File: src/rtl/cpu_top_if.sv
// Memory-side bus of the accumulator CPU: ROM fetch port, RAM port and the
// observable data/address bus.
interface cpu_top_if;
    logic [7:0]  data_bus;
    logic [15:0] addr_bus;
    logic        mem_read;
    logic        mem_write;
    logic [7:0]  rom_addr;
    logic [7:0]  rom_data;
    logic [15:0] ram_addr;
    logic [7:0]  ram_data;

    modport master (
        output data_bus, addr_bus, mem_read, mem_write, rom_addr, ram_addr,
        input  rom_data, ram_data
    );

    modport slave (
        input  data_bus, addr_bus, mem_read, mem_write, rom_addr, ram_addr,
        output rom_data, ram_data
    );
endinterface

File: src/rtl/cpu_top.sv
// Minimal 8-bit accumulator CPU: byte-serial ROM fetch, absolute RAM load/store,
// X/Y index registers and C/Z/V/N flags.
module cpu_top (
    input  logic        clk,
    input  logic        reset,
    cpu_top_if.master   bus,
    output logic [7:0]  acc_out,
    output logic [15:0] pc_out,
    output logic [7:0]  flags_out,
    output logic [7:0]  x_out,
    output logic [7:0]  y_out,
    output logic        halt
);
    localparam logic [2:0] StFetch   = 3'd0;
    localparam logic [2:0] StOperand = 3'd1;
    localparam logic [2:0] StAddrHi  = 3'd2;
    localparam logic [2:0] StMem     = 3'd3;
    localparam logic [2:0] StHalted  = 3'd4;

    localparam logic [7:0] OpLdaImm = 8'h01;
    localparam logic [7:0] OpLdxImm = 8'h02;
    localparam logic [7:0] OpLdyImm = 8'h03;
    localparam logic [7:0] OpAddImm = 8'h04;
    localparam logic [7:0] OpSubImm = 8'h05;
    localparam logic [7:0] OpAndImm = 8'h06;
    localparam logic [7:0] OpOrImm  = 8'h07;
    localparam logic [7:0] OpXorImm = 8'h08;
    localparam logic [7:0] OpNot    = 8'h09;
    localparam logic [7:0] OpInc    = 8'h0A;
    localparam logic [7:0] OpDec    = 8'h0B;
    localparam logic [7:0] OpLdaAbs = 8'h0C;
    localparam logic [7:0] OpStaAbs = 8'h0D;
    localparam logic [7:0] OpJmpAbs = 8'h0E;
    localparam logic [7:0] OpHlt    = 8'hFF;

    logic [2:0]  r_state, w_state_nxt;
    logic [15:0] r_pc, w_pc_nxt;
    logic [7:0]  r_acc, w_acc_nxt;
    logic [7:0]  r_x, w_x_nxt;
    logic [7:0]  r_y, w_y_nxt;
    logic [7:0]  r_op, w_op_nxt;
    logic [7:0]  r_addr_lo, w_addr_lo_nxt;
    logic [7:0]  r_addr_hi, w_addr_hi_nxt;
    logic        r_c, w_c_nxt;
    logic        r_z, w_z_nxt;
    logic        r_v, w_v_nxt;
    logic        r_n, w_n_nxt;

    logic        w_upd_zn;
    logic [7:0]  w_zn_val;
    logic [15:0] w_pc_inc;

    // SUB is A + ~imm + 1, so both ops share one adder and overflow rule.
    logic        w_is_sub;
    logic [7:0]  w_b;
    logic [8:0]  w_sum;
    logic        w_ovf;

    assign w_is_sub = (r_op == OpSubImm);
    assign w_b      = w_is_sub ? ~bus.rom_data : bus.rom_data;
    assign w_sum    = {1'b0, r_acc} + {1'b0, w_b} + {8'd0, w_is_sub};
    assign w_ovf    = (r_acc[7] == w_b[7]) && (w_sum[7] != r_acc[7]);
    assign w_pc_inc = r_pc + 16'd1;

    always_comb begin
        w_state_nxt   = r_state;
        w_pc_nxt      = r_pc;
        w_acc_nxt     = r_acc;
        w_x_nxt       = r_x;
        w_y_nxt       = r_y;
        w_op_nxt      = r_op;
        w_addr_lo_nxt = r_addr_lo;
        w_addr_hi_nxt = r_addr_hi;
        w_c_nxt       = r_c;
        w_z_nxt       = r_z;
        w_v_nxt       = r_v;
        w_n_nxt       = r_n;
        w_upd_zn      = 1'b0;
        w_zn_val      = 8'h00;

        case (r_state)
            StFetch: begin
                w_op_nxt = bus.rom_data;
                w_pc_nxt = w_pc_inc;
                case (bus.rom_data)
                    OpNot: begin w_acc_nxt = ~r_acc;        w_upd_zn = 1'b1; end
                    OpInc: begin w_acc_nxt = r_acc + 8'd1;  w_upd_zn = 1'b1; end
                    OpDec: begin w_acc_nxt = r_acc - 8'd1;  w_upd_zn = 1'b1; end
                    OpHlt: w_state_nxt = StHalted;
                    OpLdaImm, OpLdxImm, OpLdyImm, OpAddImm, OpSubImm, OpAndImm,
                    OpOrImm, OpXorImm, OpLdaAbs, OpStaAbs, OpJmpAbs:
                        w_state_nxt = StOperand;
                    default: ;
                endcase
                w_zn_val = w_acc_nxt;
            end
            StOperand: begin
                w_pc_nxt    = w_pc_inc;
                w_state_nxt = StFetch;
                w_upd_zn    = 1'b1;
                case (r_op)
                    OpLdaImm: w_acc_nxt = bus.rom_data;
                    OpLdxImm: w_x_nxt   = bus.rom_data;
                    OpLdyImm: w_y_nxt   = bus.rom_data;
                    OpAddImm, OpSubImm: begin
                        w_acc_nxt = w_sum[7:0];
                        w_c_nxt   = w_sum[8];
                        w_v_nxt   = w_ovf;
                    end
                    OpAndImm: w_acc_nxt = r_acc & bus.rom_data;
                    OpOrImm:  w_acc_nxt = r_acc | bus.rom_data;
                    OpXorImm: w_acc_nxt = r_acc ^ bus.rom_data;
                    default: begin
                        w_upd_zn      = 1'b0;
                        w_addr_lo_nxt = bus.rom_data;
                        w_state_nxt   = StAddrHi;
                    end
                endcase
                w_zn_val = (r_op == OpLdxImm || r_op == OpLdyImm) ? bus.rom_data : w_acc_nxt;
            end
            StAddrHi: begin
                w_addr_hi_nxt = bus.rom_data;
                if (r_op == OpJmpAbs) begin
                    w_pc_nxt    = {bus.rom_data, r_addr_lo};
                    w_state_nxt = StFetch;
                end else begin
                    w_pc_nxt    = w_pc_inc;
                    w_state_nxt = StMem;
                end
            end
            StMem: begin
                if (r_op == OpLdaAbs) begin
                    w_acc_nxt = bus.ram_data;
                    w_upd_zn  = 1'b1;
                    w_zn_val  = bus.ram_data;
                end
                w_state_nxt = StFetch;
            end
            StHalted: ;
            default: w_state_nxt = StFetch;
        endcase

        if (w_upd_zn) begin
            w_z_nxt = (w_zn_val == 8'h00);
            w_n_nxt = w_zn_val[7];
        end
    end

    always_ff @(posedge clk or posedge reset) begin
        if (reset) begin
            r_state   <= StFetch;
            r_pc      <= 16'h0000;
            r_acc     <= 8'h00;
            r_x       <= 8'h00;
            r_y       <= 8'h00;
            r_op      <= 8'h00;
            r_addr_lo <= 8'h00;
            r_addr_hi <= 8'h00;
            r_c       <= 1'b0;
            r_z       <= 1'b0;
            r_v       <= 1'b0;
            r_n       <= 1'b0;
        end else begin
            r_state   <= w_state_nxt;
            r_pc      <= w_pc_nxt;
            r_acc     <= w_acc_nxt;
            r_x       <= w_x_nxt;
            r_y       <= w_y_nxt;
            r_op      <= w_op_nxt;
            r_addr_lo <= w_addr_lo_nxt;
            r_addr_hi <= w_addr_hi_nxt;
            r_c       <= w_c_nxt;
            r_z       <= w_z_nxt;
            r_v       <= w_v_nxt;
            r_n       <= w_n_nxt;
        end
    end

    assign bus.rom_addr  = r_pc[7:0];
    assign bus.ram_addr  = {r_addr_hi, r_addr_lo};
    assign bus.addr_bus  = (r_state == StMem) ? {r_addr_hi, r_addr_lo} : r_pc;
    assign bus.mem_read  = (r_state == StMem) && (r_op == OpLdaAbs);
    assign bus.mem_write = (r_state == StMem) && (r_op == OpStaAbs);
    assign bus.data_bus  = bus.mem_read  ? bus.ram_data :
                           bus.mem_write ? r_acc : bus.rom_data;

    assign acc_out   = r_acc;
    assign pc_out    = r_pc;
    assign flags_out = {r_n, r_v, 4'b0000, r_z, r_c};
    assign x_out     = r_x;
    assign y_out     = r_y;
    assign halt      = (r_state == StHalted);
endmodule

File: src/flat_wrapper.sv
// flat-port wrapper written by rule: the top's interface ports become plain ports
module cpu_top_flat 
  (clk, reset, acc_out, pc_out, flags_out, x_out, y_out, halt, bus_data_bus, bus_addr_bus, bus_mem_read, bus_mem_write, bus_rom_addr, bus_ram_addr, bus_rom_data, bus_ram_data);
  cpu_top_if bus_i ();
  input  logic clk;
  input  logic reset;
  output logic [7:0] acc_out;
  output logic [15:0] pc_out;
  output logic [7:0] flags_out;
  output logic [7:0] x_out;
  output logic [7:0] y_out;
  output logic halt;
  output wire logic [$bits(bus_i.data_bus)-1:0] bus_data_bus;
  output wire logic [$bits(bus_i.addr_bus)-1:0] bus_addr_bus;
  output wire logic [$bits(bus_i.mem_read)-1:0] bus_mem_read;
  output wire logic [$bits(bus_i.mem_write)-1:0] bus_mem_write;
  output wire logic [$bits(bus_i.rom_addr)-1:0] bus_rom_addr;
  output wire logic [$bits(bus_i.ram_addr)-1:0] bus_ram_addr;
  input wire logic [$bits(bus_i.rom_data)-1:0] bus_rom_data;
  input wire logic [$bits(bus_i.ram_data)-1:0] bus_ram_data;
  assign bus_data_bus = bus_i.data_bus;
  assign bus_addr_bus = bus_i.addr_bus;
  assign bus_mem_read = bus_i.mem_read;
  assign bus_mem_write = bus_i.mem_write;
  assign bus_rom_addr = bus_i.rom_addr;
  assign bus_ram_addr = bus_i.ram_addr;
  assign bus_i.rom_data = bus_rom_data;
  assign bus_i.ram_data = bus_ram_data;
  cpu_top u_core (.clk(clk), .reset(reset), .bus(bus_i), .acc_out(acc_out), .pc_out(pc_out), .flags_out(flags_out), .x_out(x_out), .y_out(y_out), .halt(halt));
endmodule
File: config.mk
export PLATFORM = sky130hd
export DESIGN_NAME = cpu_top_flat
export DESIGN_NICKNAME = d
export VERILOG_FILES = /design/src/rtl/cpu_top_if.sv /design/src/rtl/cpu_top.sv /design/src/flat_wrapper.sv
export SDC_FILE = /design/constraint.sdc
export NUM_CORES = 1
export LEC_CHECK = 0
export CORE_AREA = 2 2 107 109
export DETAILED_ROUTE_END_ITERATION = 12
export DIE_AREA = 0 0 109 111
export MAX_ROUTING_LAYER = met4
export PLACE_DENSITY = 0.81
export REMOVE_ABC_BUFFERS = 1
export SETUP_SLACK_MARGIN = 0.5
export SYNTH_ARGS = -nofsm -noshare
export SYNTH_HDL_FRONTEND = slang
export SYNTH_SLANG_ARGS = --single-unit
File: constraint.sdc
create_clock -name clk -period 5.07 [get_ports clk]
set_input_delay 0.507 -clock clk [delete_from_list [all_inputs] [get_ports clk]]
set_output_delay 0.507 -clock clk [all_outputs]
set_load 0.05 [all_outputs]
* Word-level counts from Yosys, hierarchy flattened
Cells that the tools add are included.
** Storage, ports and cells
- Output and inout bits :: 99
- Input bits :: 18
- Logic and storage cells :: 98
- Register bits :: 71
** Operators by class
- Muxes and demuxes :: 21
- Bitwise logic cells :: 7
- Add/subtract/negate cells :: 5
- Eq/ne operators :: 34
- Reductions and logical operators :: 19
** Operator list (count)
- == test 8 x 4 -> 1 bit, second input constant :: 11
- case mux 8 bit (3 select lines) :: 3
- == test 8 x 3 -> 1 bit, second input constant :: 8
- 2-to-1 mux 8 bit :: 6
- case mux 8 bit (5 select lines) :: 1
- == test 8 x 2 -> 1 bit, second input constant :: 4
- 2-to-1 mux 16 bit :: 2
- case mux 16 bit (2 select lines) :: 1
- adder 16 x 1 -> 16 bit, second input constant :: 1
- == test 8 x 1 -> 1 bit, second input constant :: 2
- NOT 8 bit :: 2
- case mux 3 bit (4 select lines) :: 1
- AND reduction 2 bit :: 6
- OR reduction 11 bit :: 1
- adder 8 x 8 -> 9 bit :: 1
- adder 9 x 1 -> 9 bit :: 1
- adder 8 x 1 -> 8 bit, second input constant :: 1
- bitwise AND 8 bit :: 1
- == test 8 bit, second input constant :: 1
- zero test 8 bit :: 1
- bitwise OR 8 bit :: 1
- OR reduction 8 bit :: 1
- subtractor 8 x 1 -> 8 bit, second input constant :: 1
- bitwise XOR 8 bit :: 1
- 19 further kinds :: 27

* Logic depth before layout (Yosys ltp)
- Depth in word-level cells :: 8
- Gate-level depth with buffers :: 14
- Gate-level depth less buffers :: 12

* Worst setup path before layout
Ideal clock, no wire load.
- Path type :: in2reg
- Start :: input port bus_rom_data[0]
- End :: register u_core.r_n
- Stages on the path :: 14
- Library setup time :: 0.119 ns
- Required time :: 4.951 ns
- Path slack :: 1.362 ns
- Arrival :: 3.590 ns
- Buffers on the path :: 3
- Cells stage by stage :: clkbuf_1 -> clkbuf_1 -> clkbuf_1 -> nand2_1 -> nor2_1 -> ha_1 -> and3_1 -> a221o_1 -> o41ai_1 -> nor2_1 -> mux2i_1 -> nor2_1 -> a211o_1 -> o21a_1
** Between the ends
- Longest elaborated chain between the ends :: 7
- Elaborated cells between the ends (all ways) :: 14
- Classes of those cells :: add/sub: 2; eq/ne: 3; mux: 7; bitwise: 1; reduce/logical: 1
** RTL lines
- start, declared :: RTL line flat_wrapper.sv:19 : input wire logic [$bits(bus_i.rom_data)-1:0] bus_rom_data;
- NOT 8 bit :: RTL line cpu_top.sv:60 : assign w_b = w_is_sub ? ~bus.rom_data : bus.rom_data;
- 2-to-1 mux 8 bit :: RTL line cpu_top.sv:60
- adder 8 x 8 -> 9 bit :: RTL line cpu_top.sv:61 : assign w_sum = {1'b0, r_acc} + {1'b0, w_b} + {8'd0, w_is_sub};
- adder 9 x 1 -> 9 bit :: RTL line cpu_top.sv:61
- case mux 8 bit (5 select lines) :: RTL line cpu_top.sv:101 : case (r_op)
- 2-to-1 mux 8 bit :: RTL line cpu_top.sv:119 : w_zn_val = (r_op == OpLdxImm || r_op == OpLdyImm) ? bus.rom_data : w_acc_nxt;
- case mux 8 bit (3 select lines) :: RTL line cpu_top.sv:81 : case (r_state)
- end signal, assigned :: RTL line cpu_top.sv:175 : r_n <= w_n_nxt;
- end, declared :: RTL line cpu_top.sv:47 : logic r_n, w_n_nxt;
Parallel ways exist; a longest one is shown, timed or not.
A chain may end at the register's enable or synchronous reset.

* Final worst setup path
- Start :: register u_core.r_op[5]
- End :: output port bus_data_bus[7]
** Between the ends
- Longest elaborated chain between the ends :: 4
- Elaborated cells between the ends (all ways) :: 6
- Classes of those cells :: eq/ne: 2; mux: 2; reduce/logical: 2
** RTL lines
- start, declared :: RTL line cpu_top.sv:41 : logic [7:0] r_op, w_op_nxt;
- start signal, assigned :: RTL line cpu_top.sv:169 : r_op <= w_op_nxt;
- == test 8 x 4 -> 1 bit :: RTL line cpu_top.sv:183 : assign bus.mem_write = (r_state == StMem) && (r_op == OpStaAbs);
- logical AND 1 bit :: RTL line cpu_top.sv:183
- 2-to-1 mux 8 bit :: RTL line cpu_top.sv:185 : bus.mem_write ? r_acc : bus.rom_data;
- 2-to-1 mux 8 bit * :: RTL line cpu_top.sv:184 : assign bus.data_bus = bus.mem_read ? bus.ram_data :
- end, declared :: RTL line flat_wrapper.sv:13 : output wire logic [$bits(bus_i.data_bus)-1:0] bus_data_bus;
Mark *: on every way between the ends. The rest lies on a longest branch, timed or not.

==> results.yml <==
run_status:
  outcome: "finished, final reports clean"
global_routing:
  grt_overflow_total: 0
  track_usage: 0.362
  grt_max_degree: 53
  grt_pass1_vias: 5610
  grt_pass1_wl_mm: 32.0
  antenna_found_initial: 0
clock_network:
  clk_latency_ns: 0.35
  tritoncts: "built"
  htree_levels: 3
  clk_pin_slew_ns: 0.06
  cts_root_buf: "clkbuf_16"
  clk_path_buf_depth: 2
  numCtsBuffers: 9
  clkSinkCount: 71
timing:
  fin_crit_sh: 0.821
  fin_skew_ns: 0.0124
  max_freq_mhz: 240
  maxSlewViolCount: 0
  whs_ns: 0.477
  rsz0062_at_grt: "no"
  hold_violations: 0
  period_needed_ns: 4.16
  tns_ns: 0
  worst_pin_slew_ns: 1.05
  maxSlewHeadroom: 0.288
  setup_violations: 0
floorplanning:
  initial_utilization: 0.510
  die_w_um: 109
  rows: 39
  die_area_um2: 12100
  core_area_um2: 11100
  die_h_um: 111
  io_pins: 117
finish:
  fillers: 935
  nets: 805
  drive_gt1_frac: 0.125
  final_util: 0.646
  seqCellArea_um2: 1780
  multi_input_area_um2: 3500
  antenna_cells: 0
  syn_to_final_growth_pct: 26.8
synth:
  postSynthCellCount: 664
  ys.flop_type: "dfrtp_1"
  ys_seq_area_frac: 0.315
  yosys_warnings: 0
  netlist_area_um2: 5650
  ys_seq_elements: 71
  yosysUniqueCellTypes: 77
  synth_common_cells: "nand2_1, dfrtp_1, o21ai_0"
  synth_top_cells_by_area: "dfrtp_1, mux2_2, ha_1"
  yosysTopAreaCell: "dfrtp_1"
  synth_area_per_cell_um2: 8.50
  synth_top_cell_area_share: 0.315
  synth.most_common_cell: "nand2_1"
  synth-edff-count: 0
  synthArstFlopShare: 1.00
power:
  ir_drop_mv: 0.519
  power.density_nw_per_um2: 721
  p_leak_nw: 3.01
routing:
  drt-vias-per-instance: 6.35
  num_vias: 5724
  ant_nets: 0
  drc: 0
  avgRoutedWirePerCell_um: 22.9
  dr.first_iter.drc_count: 523
  drt-pass1-iter-count: 6
  wl_mm: 20.7
worst_setup_path:
  critPathRequiredTime_ns: 4.56
  worstSetupStartpointType: "flop"
  path_class: "flop to output pin"
  crit_start: "u_core.r_op[5]$_DFFE_PP0P_"
  cp_max_fo: 18
  endpoint_kind: "output pin"
  r2r-start: "u_core.r_op[5]$_DFFE_PP0P_"
  crit_arrival_ns: 3.65
hold_path:
  hold_class: "flop to flop"
  min_from: "u_core.y_out[0]$_DFFE_PP0P_"
placement:
  io_buffer_count: 112
  gp_congestion: 0.972
  dpl.hpwl_mm: 15.3
flow_run:
  max-cap-violations: 0
==> through the flow <==
stage	cell area, um2	power (mW)	worst slack, ns	cells
floorplan	5370	3.24	1.24	610
global placement	6830	4.36	0.403	886
detailed placement	6830	4.42	0.323	886
CTS	7150	5.13	0.683	902
global route	7160	5.43	0.618	902
finish	7160	5.16	0.909	902
==> layer usage <==
layer / GRT usage / part of all wire / vias up
met5: - / 0 / -
met4: 0.155 / 0.040 / 0
met3: 0.0729 / 0.083 / 61
met2: 0.569 / 0.48 / 348
met1: 0.451 / 0.40 / 2747
li1: - / - / 2568
==> where the power goes <==
part / switching [mW] / internal (mW)
registers: 0.350 / 0.791
logic: 2.15 / 1.17
clock network: 0.270 / 0.433
==> repair_timing <==
action	CTS	global route
resized for setup	0	1
hold buffers	0	0
buffers inserted	0	0
endpoints found under the setup margin	0	3
==> sequential cells by signal, summed over array words and instances, names as in the netlist <==
register          flops
u_core.r_state        3
u_core.r_n            1
u_core.pc_out        16
u_core.r_addr_lo      8
u_core.acc_out        8
u_core.r_c            1
u_core.r_op           8
u_core.r_v            1
u_core.x_out          8
u_core.r_addr_hi      8
u_core.r_z            1
u_core.y_out          8
==> placed cells by master, fill, tap and decap left out, types with 5 or more instances in the layout <==
cell | Yosys | final
a31oi_1 | 7 | 7
nand4_1 | 7 | 7
buf_4 | 16 | 21
mux2_2 | 42 | 42
clkbuf_16 | 0 | 9
and3_1 | 6 | 6
a22oi_1 | 9 | 9
xor2_1 | 7 | 7
nand2b_1 | 10 | 10
nand3_1 | 23 | 23
nand2_1 | 72 | 72
nor2_1 | 46 | 46
a21oi_1 | 36 | 36
mux2i_1 | 13 | 13
a21o_1 | 5 | 5
clkdlybuf4s50_1 | 0 | 112
nor3_1 | 14 | 14
inv_1 | 26 | 25
o21ai_0 | 60 | 60
xnor2_1 | 17 | 17
ha_1 | 31 | 31
dfrtp_1 | 71 | 71
nor2b_1 | 6 | 6
==> critical path: stages (launching register included) <==
cell	delay [ns]
dfrtp_1	0.40
or4_4	0.66
or2_4	0.31
or3_1	0.52
clkinv_1	0.34
nand2_1	0.14
o21ai_0	0.10
clkdlybuf4s50_1	0.84
==> logic make-up (layout without fill, tap and decap cells) <==
logic type,count (synthesis),after routing,share of synthesized area
xor+xnor,24,24,0.0372
other cells,1,4,0.000664
mux,55,55,0.107
buf+inv,85,177,0.0691
fa+ha+maj,33,33,0.0758
compound gates,178,178,0.206
flops,71,71,0.315
simple gates,217,217,0.190
==> final timing paths <==
| kind | end | slack (ns) | cells past startpoint |
|---|---|---|---|
| worst max-delay path | bus_data_bus[7] | 0.91 | 7 |
| worst min-delay path | u_core.y_out[0]$_DFFE_PP0P_ | 0.48 | 2 |
| worst max register to register | u_core.r_z$_DFFE_PP0P_ | 0.92 | 12 |
| worst min register to register | u_core.y_out[0]$_DFFE_PP0P_ | 0.48 | 2 |
| max in group asynchronous | u_core.r_addr_lo[5]$_DFFE_PP0P_ | 3.52 | 3 |
| min in group asynchronous | u_core.r_n$_DFFE_PP0P_ | 0.50 | 2 |
==> area by class of cell <==
class	instances	share of cell area
timing repair buffer	133	0.179
inverter	28	0.0147
tap	143	0.0250
sequential	71	0.248
multi-input combinational	511	0.489
clock buffer	9	0.0315
clock inverter	7	0.0135
No activity file was read; power rests on OpenSTA's default activity.
